`src/rtl/serial_cmd_sched_pkg.sv`:
```
// Shared types and constants for the serial command scheduler: FSM encodings,
// command bytes, response codes and frame geometry.
package serial_cmd_pkg;

    typedef enum logic [1:0] {
        ST_IDLE,
        ST_WAIT_SAMPLE,
        ST_FRAME
    } sched_state_t;

    typedef enum logic [1:0] {
        HS_SEND,
        HS_ACK,
        HS_DRAIN
    } hs_state_t;

    localparam logic [7:0] CMD_X       = 8'h78;
    localparam logic [7:0] CMD_Y       = 8'h79;
    localparam logic [7:0] CMD_Z       = 8'h7A;
    localparam logic [7:0] RSP_UNKNOWN = 8'h3F;
    localparam logic [7:0] RSP_TIMEOUT = 8'h45;

    localparam int FRAME_LEN = 4;

    function automatic logic is_axis_cmd(input logic [7:0] cmd);
        return (cmd == CMD_X) || (cmd == CMD_Y) || (cmd == CMD_Z);
    endfunction

    function automatic logic [1:0] axis_of(input logic [7:0] cmd);
        logic [1:0] axis;
        case (cmd)
            CMD_Y:   axis = 2'd1;
            CMD_Z:   axis = 2'd2;
            default: axis = 2'd0;
        endcase
        return axis;
    endfunction

endpackage

```
`src/rtl/serial_cmd_sched_if.sv`:
```
// Bundles the UART rx/tx, accelerometer sample and status signals seen by the
// scheduler; master is the scheduler side, slave is its surroundings.
interface serial_cmd_sched_if #(
    parameter int DROP_W = 8
);
    logic [7:0]        rx_data;
    logic              rx_ready;
    logic              tx_busy;
    logic              tx_start;
    logic [7:0]        tx_data;
    logic [15:0]       sample_data;
    logic              sample_valid;
    logic [1:0]        dimension;
    logic              sched_busy;
    logic [DROP_W-1:0] drop_count;
    logic              tx_err;

    modport master (
        input  rx_data, rx_ready, tx_busy, sample_data, sample_valid,
        output tx_start, tx_data, dimension, sched_busy, drop_count, tx_err
    );

    modport slave (
        output rx_data, rx_ready, tx_busy, sample_data, sample_valid,
        input  tx_start, tx_data, dimension, sched_busy, drop_count, tx_err
    );
endinterface

```
`src/rtl/serial_cmd_sched_uart_tx_handshake.sv`:
```
// Moves one byte through the transmitter start/busy handshake: launch when idle,
// wait (bounded) for busy to rise, wait for busy to fall, then pulse done.
module uart_tx_handshake
    import serial_cmd_pkg::*;
#(
    parameter int ACK_CYCLES = 16
) (
    input  logic       clk,
    input  logic       rst,
    input  logic       req,
    input  logic [7:0] byte_in,
    input  logic       tx_busy,
    output logic       tx_start,
    output logic [7:0] tx_data,
    output logic       done,
    output logic       ack_timeout
);

    localparam int AW = (ACK_CYCLES > 1) ? $clog2(ACK_CYCLES + 1) : 1;

    hs_state_t      state_reg, state_next;
    logic [AW-1:0]  ack_cnt_reg;
    logic           tx_start_reg;
    logic [7:0]     tx_data_reg;
    logic           launch;

    always_comb begin
        state_next  = state_reg;
        launch      = 1'b0;
        done        = 1'b0;
        ack_timeout = 1'b0;
        case (state_reg)
            HS_SEND: begin
                if (req && !tx_busy) begin
                    launch     = 1'b1;
                    state_next = HS_ACK;
                end
            end
            HS_ACK: begin
                if (tx_busy) begin
                    state_next = HS_DRAIN;
                end else if (ack_cnt_reg == AW'(ACK_CYCLES - 1)) begin
                    ack_timeout = 1'b1;
                    state_next  = HS_DRAIN;
                end
            end
            HS_DRAIN: begin
                if (!tx_busy) begin
                    done       = 1'b1;
                    state_next = HS_SEND;
                end
            end
            default: state_next = HS_SEND;
        endcase
    end

    always_ff @(posedge clk or posedge rst) begin
        if (rst) begin
            state_reg <= HS_SEND;
        end else begin
            state_reg <= state_next;
        end
    end

    // tx_data only moves on a launch, so it stays put for the whole busy window.
    always_ff @(posedge clk or posedge rst) begin
        if (rst) begin
            ack_cnt_reg  <= '0;
            tx_start_reg <= 1'b0;
            tx_data_reg  <= 8'h00;
        end else begin
            tx_start_reg <= launch;
            if (launch) begin
                tx_data_reg <= byte_in;
                ack_cnt_reg <= '0;
            end else if (state_reg == HS_ACK) begin
                ack_cnt_reg <= ack_cnt_reg + AW'(1);
            end
        end
    end

    assign tx_start = tx_start_reg;
    assign tx_data  = tx_data_reg;

endmodule

```
`src/rtl/serial_cmd_sched.sv`:
```
// Command scheduler: decodes axis bytes from the UART, waits for a fresh sample
// (or times out) and returns a framed response through the transmitter.
module serial_cmd_sched
    import serial_cmd_pkg::*;
#(
    parameter int TIMEOUT_CYCLES = 500000,
    parameter int ACK_CYCLES     = 16,
    parameter int DROP_W         = 8
) (
    input  logic                CLK_50,
    input  logic                dly_rst,
    serial_cmd_sched_if.master  bus
);

    localparam int TW = (TIMEOUT_CYCLES > 1) ? $clog2(TIMEOUT_CYCLES) : 1;

    sched_state_t       state_reg, state_next;
    logic               slot_full_reg;
    logic [7:0]         slot_data_reg;
    logic [1:0]         dimension_reg;
    logic [7:0]         hdr_reg, lo_reg, hi_reg;
    logic [1:0]         idx_reg, last_idx_reg;
    logic [TW-1:0]      timer_reg;
    logic [DROP_W-1:0]  drop_count_reg;
    logic               tx_err_reg;

    logic               pop, capture, drop;
    logic               timer_expired, last_byte;
    logic [7:0]         frame_byte;
    logic               hs_req, hs_done, hs_ack_timeout;
    logic               hs_tx_start;
    logic [7:0]         hs_tx_data;

    // The slot is popped before the capture check, so a byte arriving on a pop
    // cycle lands in the slot instead of being dropped.
    assign pop           = (state_reg == ST_IDLE) && slot_full_reg;
    assign capture       = bus.rx_ready && (!slot_full_reg || pop);
    assign drop          = bus.rx_ready && slot_full_reg && !pop;
    assign timer_expired = (timer_reg == TW'(TIMEOUT_CYCLES - 1));
    assign last_byte     = (idx_reg == last_idx_reg);
    assign hs_req        = (state_reg == ST_FRAME);

    always_comb begin
        frame_byte = hdr_reg;
        case (idx_reg)
            2'd1:    frame_byte = lo_reg;
            2'd2:    frame_byte = hi_reg;
            2'd3:    frame_byte = hdr_reg ^ lo_reg ^ hi_reg;
            default: frame_byte = hdr_reg;
        endcase
    end

    always_comb begin
        state_next = state_reg;
        case (state_reg)
            ST_IDLE: begin
                if (slot_full_reg) begin
                    state_next = is_axis_cmd(slot_data_reg) ? ST_WAIT_SAMPLE : ST_FRAME;
                end
            end
            ST_WAIT_SAMPLE: begin
                if (bus.sample_valid || timer_expired) begin
                    state_next = ST_FRAME;
                end
            end
            ST_FRAME: begin
                if (hs_done && last_byte) begin
                    state_next = ST_IDLE;
                end
            end
            default: state_next = ST_IDLE;
        endcase
    end

    always_ff @(posedge CLK_50 or posedge dly_rst) begin
        if (dly_rst) begin
            state_reg <= ST_IDLE;
        end else begin
            state_reg <= state_next;
        end
    end

    always_ff @(posedge CLK_50 or posedge dly_rst) begin
        if (dly_rst) begin
            slot_full_reg  <= 1'b0;
            slot_data_reg  <= 8'h00;
            dimension_reg  <= 2'd0;
            hdr_reg        <= 8'h00;
            lo_reg         <= 8'h00;
            hi_reg         <= 8'h00;
            idx_reg        <= 2'd0;
            last_idx_reg   <= 2'd0;
            timer_reg      <= '0;
            drop_count_reg <= '0;
            tx_err_reg     <= 1'b0;
        end else begin
            if (capture) begin
                slot_full_reg <= 1'b1;
                slot_data_reg <= bus.rx_data;
            end else if (pop) begin
                slot_full_reg <= 1'b0;
            end

            if (drop && !(&drop_count_reg)) begin
                drop_count_reg <= drop_count_reg + DROP_W'(1);
            end

            if (hs_ack_timeout) begin
                tx_err_reg <= 1'b1;
            end

            case (state_reg)
                ST_IDLE: begin
                    if (pop) begin
                        idx_reg   <= 2'd0;
                        timer_reg <= '0;
                        if (is_axis_cmd(slot_data_reg)) begin
                            dimension_reg <= axis_of(slot_data_reg);
                            hdr_reg       <= slot_data_reg;
                            last_idx_reg  <= 2'(FRAME_LEN - 1);
                        end else begin
                            hdr_reg      <= RSP_UNKNOWN;
                            last_idx_reg <= 2'd0;
                        end
                    end
                end
                ST_WAIT_SAMPLE: begin
                    // A sample on the final timer cycle still wins over the timeout.
                    if (bus.sample_valid) begin
                        lo_reg <= bus.sample_data[7:0];
                        hi_reg <= bus.sample_data[15:8];
                    end else if (timer_expired) begin
                        hdr_reg <= RSP_TIMEOUT;
                        lo_reg  <= 8'h00;
                        hi_reg  <= 8'h00;
                    end else begin
                        timer_reg <= timer_reg + TW'(1);
                    end
                end
                ST_FRAME: begin
                    if (hs_done && !last_byte) begin
                        idx_reg <= idx_reg + 2'd1;
                    end
                end
                default: ;
            endcase
        end
    end

    uart_tx_handshake #(
        .ACK_CYCLES (ACK_CYCLES)
    ) u_tx_hs (
        .clk         (CLK_50),
        .rst         (dly_rst),
        .req         (hs_req),
        .byte_in     (frame_byte),
        .tx_busy     (bus.tx_busy),
        .tx_start    (hs_tx_start),
        .tx_data     (hs_tx_data),
        .done        (hs_done),
        .ack_timeout (hs_ack_timeout)
    );

    assign bus.tx_start   = hs_tx_start;
    assign bus.tx_data    = hs_tx_data;
    assign bus.dimension  = dimension_reg;
    assign bus.sched_busy = (state_reg != ST_IDLE);
    assign bus.drop_count = drop_count_reg;
    assign bus.tx_err     = tx_err_reg;

endmodule

```
`src/flat_wrapper.sv`:
```
// flat-port wrapper written by rule: the top's interface ports become plain ports
module serial_cmd_sched_flat import serial_cmd_pkg::*;
#(
    parameter int TIMEOUT_CYCLES = 500000,
    parameter int ACK_CYCLES     = 16,
    parameter int DROP_W         = 8
)
  (CLK_50, dly_rst, bus_rx_data, bus_rx_ready, bus_tx_busy, bus_sample_data, bus_sample_valid, bus_tx_start, bus_tx_data, bus_dimension, bus_sched_busy, bus_drop_count, bus_tx_err);
  serial_cmd_sched_if #(.DROP_W(DROP_W)) bus_i ();
  input  logic CLK_50;
  input  logic dly_rst;
  input wire logic [$bits(bus_i.rx_data)-1:0] bus_rx_data;
  input wire logic [$bits(bus_i.rx_ready)-1:0] bus_rx_ready;
  input wire logic [$bits(bus_i.tx_busy)-1:0] bus_tx_busy;
  input wire logic [$bits(bus_i.sample_data)-1:0] bus_sample_data;
  input wire logic [$bits(bus_i.sample_valid)-1:0] bus_sample_valid;
  output wire logic [$bits(bus_i.tx_start)-1:0] bus_tx_start;
  output wire logic [$bits(bus_i.tx_data)-1:0] bus_tx_data;
  output wire logic [$bits(bus_i.dimension)-1:0] bus_dimension;
  output wire logic [$bits(bus_i.sched_busy)-1:0] bus_sched_busy;
  output wire logic [$bits(bus_i.drop_count)-1:0] bus_drop_count;
  output wire logic [$bits(bus_i.tx_err)-1:0] bus_tx_err;
  assign bus_i.rx_data = bus_rx_data;
  assign bus_i.rx_ready = bus_rx_ready;
  assign bus_i.tx_busy = bus_tx_busy;
  assign bus_i.sample_data = bus_sample_data;
  assign bus_i.sample_valid = bus_sample_valid;
  assign bus_tx_start = bus_i.tx_start;
  assign bus_tx_data = bus_i.tx_data;
  assign bus_dimension = bus_i.dimension;
  assign bus_sched_busy = bus_i.sched_busy;
  assign bus_drop_count = bus_i.drop_count;
  assign bus_tx_err = bus_i.tx_err;
  serial_cmd_sched #(.TIMEOUT_CYCLES(TIMEOUT_CYCLES), .ACK_CYCLES(ACK_CYCLES), .DROP_W(DROP_W)) u_core (.CLK_50(CLK_50), .dly_rst(dly_rst), .bus(bus_i));
endmodule
```
`config.mk`:
```
export PLATFORM = sky130hd
export DESIGN_NAME = serial_cmd_sched_flat
export DESIGN_NICKNAME = d
export VERILOG_FILES = /design/src/rtl/serial_cmd_sched_pkg.sv /design/src/rtl/serial_cmd_sched_if.sv /design/src/rtl/serial_cmd_sched_uart_tx_handshake.sv /design/src/rtl/serial_cmd_sched.sv /design/src/flat_wrapper.sv
export SDC_FILE = /design/constraint.sdc
export NUM_CORES = 1
export LEC_CHECK = 0
export ABC_CLOCK_PERIOD_IN_PS = 4000
export CORE_UTILIZATION = 55
export CTS_BUF_LIST = sky130_fd_sc_hd__clkbuf_8
export DETAILED_ROUTE_END_ITERATION = 12
export PLACE_DENSITY_LB_ADDON = 0.15
export SKIP_CTS_REPAIR_TIMING = 1
export SYNTH_ARGS = -nofsm -noshare
export SYNTH_HDL_FRONTEND = slang
export SYNTH_SLANG_ARGS = --single-unit
```
`constraint.sdc`:
```
create_clock -name CLK_50 -period 4 [get_ports CLK_50]
set_input_delay 1 -clock CLK_50 [delete_from_list [all_inputs] [get_ports CLK_50]]
set_output_delay 1 -clock CLK_50 [all_outputs]
set_load 0.01 [all_outputs]
```
## Word level (Yosys, flattened, before mapping)

Index checks and enable logic that the tools add are counted.

- Flip-flop bits (word level): 85

- Reduce and logical (&&, ||, !) cells: 34
- Bitwise operators: 2
- Multiplexer cells: 39
- Add/sub/neg operators: 4
- Equal/unequal tests: 24

Operator list:

| operator | count |
|---|---|
| two-way mux 19 bit | 3 |
| two-way mux 8 bit | 7 |
| one-hot mux 19 bit (2 select lines) | 1 |
| == test 8 x 7 -> 1 bit (second input constant) | 3 |
| one-hot mux 8 bit (3 select lines) | 1 |
| two-way mux 2 bit | 11 |
| adder 19 x 1 -> 19 bit (second input constant) | 1 |
| == test 19 bit (second input constant) | 1 |
| one-hot mux 8 bit (2 select lines) | 1 |
| bitwise XOR 8 bit | 2 |
| != test 2 x 1 -> 1 bit (second input constant) | 6 |
| one-hot mux 2 bit (3 select lines) | 2 |
| AND reduction 3 bit | 4 |
| nonzero test 2 bit | 6 |
| two-way mux 5 bit | 2 |
| two-way mux 1 bit | 9 |
| adder 8 x 1 -> 8 bit (second input constant) | 1 |
| == test 2 bit (second input constant) | 4 |
| logical AND 1 bit | 8 |
| != test 2 bit (second input constant) | 4 |
| one-hot mux 2 bit (2 select lines) | 2 |
| AND reduction 4 bit | 2 |
| AND reduction 8 bit | 1 |
| == test 2 x 1 -> 1 bit (second input constant) | 3 |
| 9 further kinds | 18 |

## Logic depth before layout (Yosys ltp)

- Depth in word-level cells: 6
- Mapped depth: 8
- Mapped depth without buffers: 7

## Modules after synthesis

A second synthesis with hierarchy kept.

- Cell total of the unflattened synthesis: 378
- Area, all modules: 4175.3 um2

Modules (own cells, without submodules):

| module | times used | cells an instance | area each (um2) |
|---|---|---|---|
| serial_cmd_sched | 1 | 323 | 3450.8 |
| uart_tx_handshake | 1 | 55 | 724.4 |

## Worst setup path before layout

No wires, ideal clock.

- Path type: input -> register
- From: input bus_tx_busy
- To: register u_core.u_tx_hs.tx_data_reg[0] (netlist: u_core.u_tx_hs.tx_data[0])
- Data required time: 3.875 ns
- Arrival time: 2.061 ns
- Setup slack: 1.814 ns
- Setup time: 0.125 ns
- Cell stages on the path: 6
- Cell sequence: nor2_1 -> nand2_1 -> or2_2 -> buf_2 -> inv_2 -> mux2_2

- Cells in the longest elaborated chain, start to end: 4

RTL lines:

| item | RTL line | RTL |
|---|---|---|
| start, declared | flat_wrapper.sv:14 | `input wire logic [$bits(bus_i.tx_busy)-1:0] bus_tx_busy;` |
| logical NOT 1 bit | serial_cmd_sched_uart_tx_handshake.sv:34 | `if (req && !tx_busy) begin` |
| logical AND 1 bit | serial_cmd_sched_uart_tx_handshake.sv:34 |  |
| two-way mux 1 bit | serial_cmd_sched_uart_tx_handshake.sv:34 |  |
| two-way mux 1 bit | serial_cmd_sched_uart_tx_handshake.sv:32 | `case (state_reg)` |
| named net u_core.u_tx_hs.launch | serial_cmd_sched_uart_tx_handshake.sv:25 | `logic launch;` |
| end signal, assigned | serial_cmd_sched_uart_tx_handshake.sv:74 | `tx_data_reg <= byte_in;` |
| end, declared | serial_cmd_sched_uart_tx_handshake.sv:24 | `logic [7:0] tx_data_reg;` |

The timed path passes the listed nets, and every way through them passes these cells.
A chain may end at the register's enable or synchronous reset.

## Worst setup path in the final report

- From: register u_core.state_reg[1]
- To: output bus_sched_busy

- Cells in the longest elaborated chain, start to end: 1

RTL lines:

| item | RTL line | RTL |
|---|---|---|
| start, declared | serial_cmd_sched.sv:17 | `sched_state_t state_reg, state_next;` |
| start signal, assigned | serial_cmd_sched.sv:79 | `state_reg <= state_next;` |
| nonzero test 2 bit | serial_cmd_sched.sv:167 | `assign bus.sched_busy = (state_reg != ST_IDLE);` |
| end, declared | flat_wrapper.sv:20 | `output wire logic [$bits(bus_i.sched_busy)-1:0] bus_sched_busy;` |

No other way between the ends.

==> results.py <==
metrics = {
    "worst_setup_path": {
        "crit_family": "buffers and inverters",
        "rr_worst_depth": 6,
        "critPathMaxStageDelay_ps": 490,
        "cp_num_buf_inv": 1,
        "regToRegStartpoint": "u_core.timer_reg[0]",
        "crit_chain": "or2_2, clkdlybuf4s50_1",
        "worst_setup_path_end_kind": "output pin",
        "start_kind": "flip-flop",
        "r2r_setup_slack_ps": 1530,
        "r2r-end": "u_core.timer_reg[9]",
        "cp_max_fo": 8,
        "arrival_ps": 1680,
        "slowest_stage": "clkdlybuf4s50_1",
        "required_ps": 3000,
        "crit_type": "flip-flop to output pin",
    },
    "placed_design": {
        "place.port_buffers": 49,
        "post-dp-hpwl_um": 6300,
        "place_ws_ps": 1040,
        "gp_congestion": 0.869,
    },
    "timing": {
        "layout_min_cycle_time_ps": 2680,
        "finalClockSkew_ps": 7.97,
        "post-route-worst-setup-slack_ps": 1320,
        "setup_violations": 0,
        "report.final.slew_viol_count": 0,
        "final_hold_viol_count": 0,
        "final.setup.tns_ps": 0,
        "worst_pin_slew_ps": 889,
        "fmax_ghz": 0.374,
        "rsz0062_at_grt": "false",
        "hold-worst-slack_ps": 468,
        "slew_headroom_pct": 40.6,
        "fin_crit_sh_pct": 66.9,
    },
    "power": {
        "vdd_drop_max_mv": 0.276,
        "powerDensity_nw_per_um2": 471,
        "power.leakage_nw": 2.05,
    },
    "routing": {
        "drc": 0,
        "wirelength_um": 8950,
        "detail_route.wl_per_cell_um": 16.0,
        "avgViaCountPerCell": 5.92,
        "vias": 3303,
        "ant_nets": 0,
        "drtIter0Drc": 166,
        "first_pass_iters": 5,
    },
    "yosys": {
        "synth.area.mux_share_pct": 4.80,
        "synth_edf_count": 0,
        "avgSynthCellArea_sq_um": 10.2,
        "yosys_most_used_dff": "dfrtp_1",
        "synth-seq-cells": 84,
        "syn-num-nets": 447,
        "synth_top_family_by_area": "compound AO/OA/AOI/OAI gates",
        "ys_seq_area_share_pct": 50.4,
        "syn-cell-area_sq_um": 4170,
        "synth_fa_ha_area_share_pct": 2.40,
        "ys_warn_count": 0,
        "synthDistinctLibCells": 54,
        "synth-compound-area-share_pct": 18.1,
        "netlist_instances": 410,
        "async_flop_share_pct": 100,
        "synth-xor-area-share_pct": 3.57,
        "synthSimpleGateAreaFrac_pct": 16.5,
    },
    "floorplanning": {
        "die_area_sq_um": 7930,
        "start_util_pct": 57.2,
        "core_sq_um": 7290,
        "io_pins": 50,
        "die_height_um": 89.1,
        "row_count": 31,
        "fp.dieW_um": 89.1,
    },
    "run": {
        "maxCapViolations": 0,
    },
    "layout": {
        "regArea_sq_um": 2100,
        "multi_input_area_sq_um": 1890,
        "largest_reg_flops": 19,
        "area_growth_pct": 17.2,
        "nets": 491,
        "drive_gt1_share_pct": 9.80,
        "fill_cells": 598,
        "diodes": 0,
    },
    "grt": {
        "grt_pass1_wl_um": 14500,
        "grt_max_degree": 37,
        "antenna_found_initial": 0,
        "grt_pass1_vias": 3002,
        "grt.overflow.total": 0,
        "grt_usage_pct": 24.0,
    },
    "worst_hold_path": {
        "hold_end": "u_core.bus.tx_err",
        "hold_depth": 1,
        "worstHoldPathType": "flip-flop to flip-flop",
        "worstHoldStart": "u_core.bus.tx_err",
    },
    "clock_tree": {
        "clock_path_buffers": 2,
        "insertion_delay_ps": 360,
        "clk_pin_slew_ps": 90,
        "cts_buffers": 9,
        "cts-htree-levels": 3,
        "cts_sinks": 84,
        "tritoncts": "built",
        "cts-root-buf": "clkbuf_8",
    },
    "status": {
        "status": "complete, no violations",
    },
}
[synthesized netlist by cell type, drive strengths merged (6+ instances only)]
cell type | instances | share of area (%)
dfrtp | 84 | 50
nand2 | 30 | 2.7
nand3 | 29 | 3.5
nor2 | 28 | 2.5
o21ai | 24 | 3.0
a22o | 19 | 4.0
inv | 19 | 1.7
a21oi | 16 | 1.9
mux2 | 16 | 4.3
a31oi | 15 | 2.3
buf | 13 | 1.9
xnor2 | 13 | 2.7
nand4 | 10 | 1.9
ha | 8 | 2.4
a22oi | 7 | 1.3
and3 | 7 | 1.1
clkbuf | 6 | 0.54
nor3 | 6 | 0.72
[metal layers]
metal  global-route usage [%]  share of wire [%]
met5                        0                  0
met4                     5.63                1.1
met3                     5.45                4.3
met2                     40.6                 50
met1                     31.9                 45
[cell type report]
| type | count | area share [%] |
|---|---|---|
| Inverter | 19 | 1.49 |
| Tap cell | 99 | 2.54 |
| Sequential cell | 84 | 43.0 |
| Clock inverter | 7 | 1.15 |
| Clock buffer | 9 | 2.54 |
| Timing Repair Buffer | 52 | 10.5 |
| Multi-Input combinational cell | 288 | 38.8 |
[stage by stage]
step	instance area (sq um)	utilization [%]	power [mW]	instances
2_1_floorplan	4170	-	1.51	410
3_3_place_gp	4700	64.5	1.72	542
3_5_place_dp	4700	64.5	1.75	542
4_1_cts	4880	67.0	2.32	558
5_1_grt	4880	67.0	2.43	558
6_report	4880	67.0	2.30	558
[worst max-delay path by stage]
stage	start	to	slack, ps	cells after the start
4_1_cts	u_core.state_reg[1]	bus_sched_busy	1320	2
3_5_place_dp	bus_sample_valid	u_core.timer_reg[2]	1040	5
6_report	u_core.state_reg[1]	bus_sched_busy	1320	2
3_3_place_gp	bus_sample_valid	u_core.timer_reg[2]	1120	5
5_1_grt	bus_sample_valid	u_core.timer_reg[2]	1210	5
2_1_floorplan	dly_rst	u_core.bus.dimension[0]	830	1
[logic make-up (layout without fill, tap and decap cells)]
logic type,count (synthesis),count (layout)
simple gates,134,134
compound gates,111,111
flops,84,84
buf+inv,38,87
mux,18,18
xor+xnor,17,17
fa+ha+maj,8,8
[power by group]
part	leakage, nW	switching, mW	internal, mW
combinational	0.894	0.290	0.311
clock	0.0910	0.335	0.234
sequential	1.06	0.135	0.995
[placed cells by master, fill, tap and decap left out, types with 4 or more instances in the layout]
| cell type | count |
|---|---|
| nand2b_1 | 5 |
| nand4_1 | 9 |
| ha_1 | 8 |
| dfrtp_1 | 84 |
| nand2_1 | 30 |
| nand3_1 | 29 |
| xnor2_1 | 13 |
| o211ai_1 | 4 |
| inv_1 | 16 |
| a22o_1 | 18 |
| nor3_1 | 6 |
| o22ai_1 | 5 |
| mux2_2 | 16 |
| nor2_1 | 28 |
| o21a_1 | 4 |
| a22oi_1 | 7 |
| inv_6 | 4 |
| and3_1 | 7 |
| clkdlybuf4s50_1 | 49 |
| a31oi_1 | 15 |
| o21ai_0 | 22 |
| a21oi_1 | 16 |
| xor2_1 | 4 |
| clkbuf_8 | 9 |
(Power assumes the default switching activity.)
